## src/rtl/game_tick_gen.sv

```systemverilog
// Multi-channel programmable tick generator: per-channel one-cycle strobe and square wave.
// Optional feature: define GAME_TICK_RESYNC_EN to add the resync input for phase alignment.
module game_tick_gen #(
    parameter int CHANNELS    = 4,
    parameter int CNT_W       = 19,
    parameter int DEFAULT_DIV = 131071,
    parameter int CH_W        = (CHANNELS > 1) ? $clog2(CHANNELS) : 1
) (
    input  logic                clk_in,
    input  logic                reset,
`ifdef GAME_TICK_RESYNC_EN
    input  logic                resync,
`endif
    input  logic                enable,
    input  logic                load,
    input  logic [CH_W-1:0]     load_ch,
    input  logic [CNT_W-1:0]    load_div,
    output logic [CHANNELS-1:0] tick,
    output logic [CHANNELS-1:0] game_clk,
    output logic                any_tick
);

    logic [CNT_W-1:0]    r_cnt [CHANNELS];
    logic [CNT_W-1:0]    r_div [CHANNELS];
    logic [CHANNELS-1:0] r_tick;
    logic [CHANNELS-1:0] r_gameClk;
    logic                r_anyTick;

    logic [CNT_W-1:0]    w_cntNext [CHANNELS];
    logic [CNT_W-1:0]    w_divNext [CHANNELS];
    logic [CHANNELS-1:0] w_tickNext;
    logic [CHANNELS-1:0] w_gameClkNext;
    logic                w_resync;

`ifdef GAME_TICK_RESYNC_EN
    assign w_resync = resync;
`else
    assign w_resync = 1'b0;
`endif

    // Select values beyond CHANNELS-1 never match any channel index, so such loads are ignored.
    always_comb begin
        for (int i = 0; i < CHANNELS; i++) begin
            w_cntNext[i]     = r_cnt[i];
            w_divNext[i]     = r_div[i];
            w_tickNext[i]    = 1'b0;
            w_gameClkNext[i] = r_gameClk[i];
            if (w_resync) begin
                w_cntNext[i]     = '0;
                w_gameClkNext[i] = 1'b0;
            end else if (load && (load_ch == CH_W'(i))) begin
                w_divNext[i] = load_div;
                w_cntNext[i] = '0;
            end else if (enable) begin
                if (r_cnt[i] == r_div[i]) begin
                    w_cntNext[i]     = '0;
                    w_tickNext[i]    = 1'b1;
                    w_gameClkNext[i] = ~r_gameClk[i];
                end else begin
                    w_cntNext[i] = r_cnt[i] + CNT_W'(1);
                end
            end
        end
    end

    always_ff @(posedge clk_in) begin
        if (reset) begin
            for (int i = 0; i < CHANNELS; i++) begin
                r_cnt[i] <= '0;
                r_div[i] <= CNT_W'(DEFAULT_DIV);
            end
            r_tick    <= '0;
            r_gameClk <= '0;
            r_anyTick <= 1'b0;
        end else begin
            for (int i = 0; i < CHANNELS; i++) begin
                r_cnt[i] <= w_cntNext[i];
                r_div[i] <= w_divNext[i];
            end
            r_tick    <= w_tickNext;
            r_gameClk <= w_gameClkNext;
            r_anyTick <= |w_tickNext;
        end
    end

    assign tick     = r_tick;
    assign game_clk = r_gameClk;
    assign any_tick = r_anyTick;

endmodule
```

## config.mk

```make
export PLATFORM = sky130hd
export DESIGN_NAME = game_tick_gen
export DESIGN_NICKNAME = d
export VERILOG_FILES = /design/src/rtl/game_tick_gen.sv
export SDC_FILE = /design/constraint.sdc
export NUM_CORES = 1
export LEC_CHECK = 0
export CORE_MARGIN = 4
export CORE_UTILIZATION = 50
export CTS_BUF_LIST = sky130_fd_sc_hd__clkbuf_4 sky130_fd_sc_hd__clkbuf_8 sky130_fd_sc_hd__clkbuf_16
export CTS_CLUSTER_DIAMETER = 120
export DETAILED_ROUTE_END_ITERATION = 10
export PLACE_DENSITY = 0.68
export SLEW_MARGIN = 20
export SYNTH_ARGS = -nofsm -noshare
export SYNTH_HDL_FRONTEND = slang
export SYNTH_SLANG_ARGS = --single-unit
```

## constraint.sdc

```tcl
create_clock -name clk_in -period 2.3 [get_ports clk_in]
set_clock_uncertainty 0.05 [all_clocks]
set_input_delay 0.575 -clock clk_in [delete_from_list [all_inputs] [get_ports clk_in]]
set_output_delay 0.575 -clock clk_in [all_outputs]
set_load 0.01 [all_outputs]
```

# ---- Yosys cells after proc, flatten, opt, wreduce, memory -nomap -nowiden
# Memories as Yosys holds them, arrays and structs flattened.
# Cells that the tools add are included.
dict set report totals {
  ff_bits 9
  latchBits 0
  ram_bits 152
  rom_bits 0
  inputBits 25
  out_inout_bits 9
  elab_cells 84
  mem_count 2
}
dict set report classes {
  n_addsub 4
  n_mul 0
  div_mod_pow 0
  order_cmp 0
  eq_ne 7
  n_shift 0
  n_mux 39
  bitwise 16
  n_reduce_logical 10
}
# memory words width rd rd_ports_with_merged_regs write_ports line_no
set mem_list {}
lappend mem_list {r_cnt 4 19 4 0 4 23} ;# logic [CNT_W-1:0] r_cnt [CHANNELS];
lappend mem_list {r_div 4 19 4 0 4 24} ;# logic [CNT_W-1:0] r_div [CHANNELS];
# cell count
set ops {}
lappend ops {{$mux 19} 24}
lappend ops {{$add 19x1->19 const B} 4}
lappend ops {{$eq 19x19->1} 4}
lappend ops {{$mux 1} 15}
lappend ops {{$reduce_and 3->1} 4}
lappend ops {{$not 1->1} 8}
lappend ops {{$or 1x1->1} 8}
lappend ops {{$eq 2x2->1 const B} 2}
lappend ops {{$logic_and 1x1->1} 4}
lappend ops {{$reduce_or 4->1} 1}
lappend ops {{$eq 2x1->1 const B} 1}
lappend ops {{$logic_not 2->1} 1}

# ---- Longest topological paths before layout
# An unclocked memory read counts as a cell.
dict set report logic_depth {
  ltp_word 6
  depth_mapped 8
  mapped_depth_nobuf 6
}

# ---- Worst setup path before layout
# OpenSTA, ideal clock, no wires.
dict set report synth_path {
  path_type {input -> register}
  start {in enable}
  end {mem r_cnt[1][15]}
  setup_time_ns 0.115
  arrival_time_ns 1.552
  t_required_ns 2.135
  setup_slack_ns 0.584
  path_stages 6
  path_buffers 1
  path_cell_list {buf_4 nand4_2 or2_2 nor3_1 xnor2_1 nor2_1}
}
# item line_no
set synth_lines {}
lappend synth_lines {{from (decl)} 14} ;# input logic enable,
lappend synth_lines {{to (decl)} 23}

# ---- Worst setup path in the final report
dict set report layout_path {
  start {reg r_gameClk[1] (netlist: game_clk[1])}
  end {out game_clk[1]}
}
# item line_no
set layout_lines {}
lappend layout_lines {{from (decl)} 26} ;# logic [CHANNELS-1:0] r_gameClk;
lappend layout_lines {{from (signal assigned)} 81} ;# r_gameClk <= w_gameClkNext;
lappend layout_lines {{to (decl)} 19} ;# output logic [CHANNELS-1:0] game_clk,
# No word-level cell between the ends.

==> impl_metrics.env <==
export IMPL_layout_min_cycle_time_ns=1.99
export IMPL_fill_cells=1241
export IMPL_critical_path_max_stage_delay_ns=0.55
export IMPL_final_seq_area_mm2=0.00322
export IMPL_route_antenna_remaining_nets=0
export IMPL_timing_worst_slew_pin_value_ns=0.486
export IMPL_start_kind="register"
export IMPL_worst_setup_path_end_kind="output port"
export IMPL_design_die_area_mm2=0.0166
export IMPL_port_buffers=33
export IMPL_maxCapViolCount=0
export IMPL_num_vias=5883
export IMPL_postSynthAreaPerCell_um2=8.54
export IMPL_synthesis_yosys_warnings=0
export IMPL_seq_area_frac_synth_pct=44.1
export IMPL_fmax_mhz=503
export IMPL_cts_buffers_inserted=17
export IMPL_kind_of_cell_adding_the_most_delay_to_the_critical_path="buffers and inverters"
export IMPL_cellPowerDensity_mw_per_mm2=726
export IMPL_chip_height_um=129
export IMPL_total_leakage_power_uw=0.00332
export IMPL_cts_path_max_buffers=2
export IMPL_row_count=43
export IMPL_grt_overflow_total=0
export IMPL_crit_path_buf_inv_count=1
export IMPL_worstPathCellList="clkdlybuf4s50_1"
export IMPL_die_w_um=129
export IMPL_gr_usage_all_layers_pct=22.4
export IMPL_final_cell_area_mm2=0.00858
export IMPL_most_common_cell_after_layout_fill_and_taps_aside="sky130_fd_sc_hd__nand2_1"
export IMPL_post_route_cells_drive_above_1_share_pct=8.42
export IMPL_synthDistinctLibCells=36
export IMPL_crit_fanout=3
export IMPL_worstSkewPairLatency_ns=0.43
export IMPL_avgRoutedWirePerCell_um=16.2
export IMPL_post_synth_instance_area_mm2=0.00731
export IMPL_ys_dominant_reg_cell="sky130_fd_sc_hd__dfxtp_1"
export IMPL_irDropWorstVdd_v=0.000590
export IMPL_multi_input_comb_area_mm2=0.00386
export IMPL_finalSetupViolations=0
export IMPL_placedCellCount=1063
export IMPL_critical_path_required_ns=1.67
export IMPL_cts_tree="done"
export IMPL_placeableCoreArea_mm2=0.0141
export IMPL_run_status="complete, no violations"
export IMPL_arrival_ns=1.36
export IMPL_place_gp_congestion=0.868
export IMPL_htreeDepth=4
export IMPL_whs_path_depth=2
export IMPL_setup_tns_ns=0
export IMPL_ys_seq_elements=161
export IMPL_edff_count_synth=0
export IMPL_postCtsSetupBuffers=0
export IMPL_finalHoldViolations=0
export IMPL_yosys_top_cells_area="sky130_fd_sc_hd__dfxtp_1 (44%), sky130_fd_sc_hd__xor2_1 (11%), sky130_fd_sc_hd__nand2_1 (9.4%), sky130_fd_sc_hd__nand3b_1 (7.1%), sky130_fd_sc_hd__xnor2_1 (6.1%)"
export IMPL_max_slew_margin_pct=67.6
export IMPL_post_layout_nonfiller_instances=1094
export IMPL_worst_setup_path_type="register to output port"
export IMPL_post_synth_inst_count=856
export IMPL_first_global_vias=5603
export IMPL_wire_length_of_the_first_global_routing_pass_um=29000
export IMPL_final_power_uw=6230
export IMPL_antenna_found_initial=0
export IMPL_routed_wl_um=17800
export IMPL_count_of_boundary_i_o_pins=34
export IMPL_synth_net_count=885
export IMPL_critical_path_slowest_cell="sky130_fd_sc_hd__clkdlybuf4s50_1"
export IMPL_hold_buffers=0
export IMPL_hold_crit_class="register to register"
export IMPL_largest_net_degree_at_the_start_of_global_routing=30
export IMPL_clock_transition_time_at_the_flip_flop_clock_pins_of_the_worst_setup_and_hold_paths_ns=0.06
export IMPL_drt_initial_drc_count=381
export IMPL_syn2layout_area_growth_pct=17.3
export IMPL_cts_root_buf="sky130_fd_sc_hd__clkbuf_16"
export IMPL_cts_resized=0
export IMPL_finish_net_count=931
export IMPL_remaining_drc_errors=0
export IMPL_clock_sinks=161
export IMPL_n_antenna_cell=0
export IMPL_drtPass1Iterations=5
export IMPL_fin_crit_share_pct=86.4
export IMPL_async_flop_share_pct=0
export IMPL_initial_core_util_pct=51.9
export IMPL_final_cell_mix="sky130_fd_sc_hd__nand2_1 (183), sky130_fd_sc_hd__dfxtp_1 (161), sky130_fd_sc_hd__xor2_1 (96)"
export IMPL_place_hpwl_um=12700
export IMPL_timing_critical_path_depth=1
export IMPL_timing_final_max_slew_violations=0
export IMPL_yosys_area_top_type="sky130_fd_sc_hd__dfxtp_1"
export IMPL_r2r_worst_path_cells=6
export IMPL_unrepaired_setup_endpoints_after_global_routing="false"
export IMPL_fin_worst_hold_slack_ns=0.418
export IMPL_detailed_place_area_mm2=0.00799
export IMPL_avgViaCountPerCell=5.38
export IMPL_synth_top_area_share_pct=44.1
## routing by layer
metal / vias to the layer above / routed length, µm / share of wire, % / track usage [%]
met1: 2791 / 8420 / 47 / 30.1
met3: 36 / 721 / 4.1 / 4.86
met4: 0 / 449 / 2.5 / 8.52
met5: - / 0 / 0 / 0
met2: 126 / 8190 / 46 / 35.2
li1: 2930 / - / - / -
## power breakdown
part / switching [µW] / internal [µW]
clock network: 1110 / 1760
registers: 70.9 / 2870
logic: 227 / 197
## state kept, by name, indices dropped and copies added (netlist names)
register,cells
any_tick,1
game_clk,4
r_cnt,76
r_div,76
tick,4
## metrics by stage
stage / setup slack, ns / util (%)
global placement: -0.0890 / 56.6
CTS: 0.296 / 60.9
finish: 0.313 / 60.9
detailed placement: -0.103 / 56.6
global route: 0.217 / 60.9
floorplan: 0.584 / -
## cell type report
type                    count  share of cell area (%)
multi-input cells         647                    45.0
flip-flops and latches    161                    37.6
repair buffers             68                    7.58
clock buffers              20                    5.36
well taps                 180                    2.62
clock inverters            11                    1.60
inverters                   7                   0.306
## logic make-up after synthesis
logic type	share of synthesized area [%]
AOI/OAI and AO/OA	2.02
xor gates and xnor gates	17.6
adders and majority gates	0.684
buffers and inverters	3.23
DFF	44.1
muxes	0.547
and+or+nand+nor	31.9
## worst paths after layout
check                    start           end  slack [ns]
setup / recovery   game_clk[1]   game_clk[1]        0.31
hold / removal    r_div[1][18]  r_div[1][18]        0.42
setup reg to reg  r_cnt[3][13]  r_cnt[3][15]        0.43
hold reg to reg   r_div[1][18]  r_div[1][18]        0.42
## cells in the mapped netlist, types with 7 or more instances
library cell               count
sky130_fd_sc_hd__dfxtp_1     161
sky130_fd_sc_hd__clkbuf_1     27
sky130_fd_sc_hd__nor4_1       17
sky130_fd_sc_hd__xor2_1       96
sky130_fd_sc_hd__nor2_1       91
sky130_fd_sc_hd__and4_1       10
sky130_fd_sc_hd__and3_1       15
sky130_fd_sc_hd__nand2_1     183
sky130_fd_sc_hd__inv_1         7
sky130_fd_sc_hd__a21oi_1      13
sky130_fd_sc_hd__nand4_1      20
sky130_fd_sc_hd__nand3_1      26
sky130_fd_sc_hd__xnor2_1      51
sky130_fd_sc_hd__nand3b_1     69
sky130_fd_sc_hd__nor3_1       18
No activity file was read; power rests on OpenSTA's default activity.
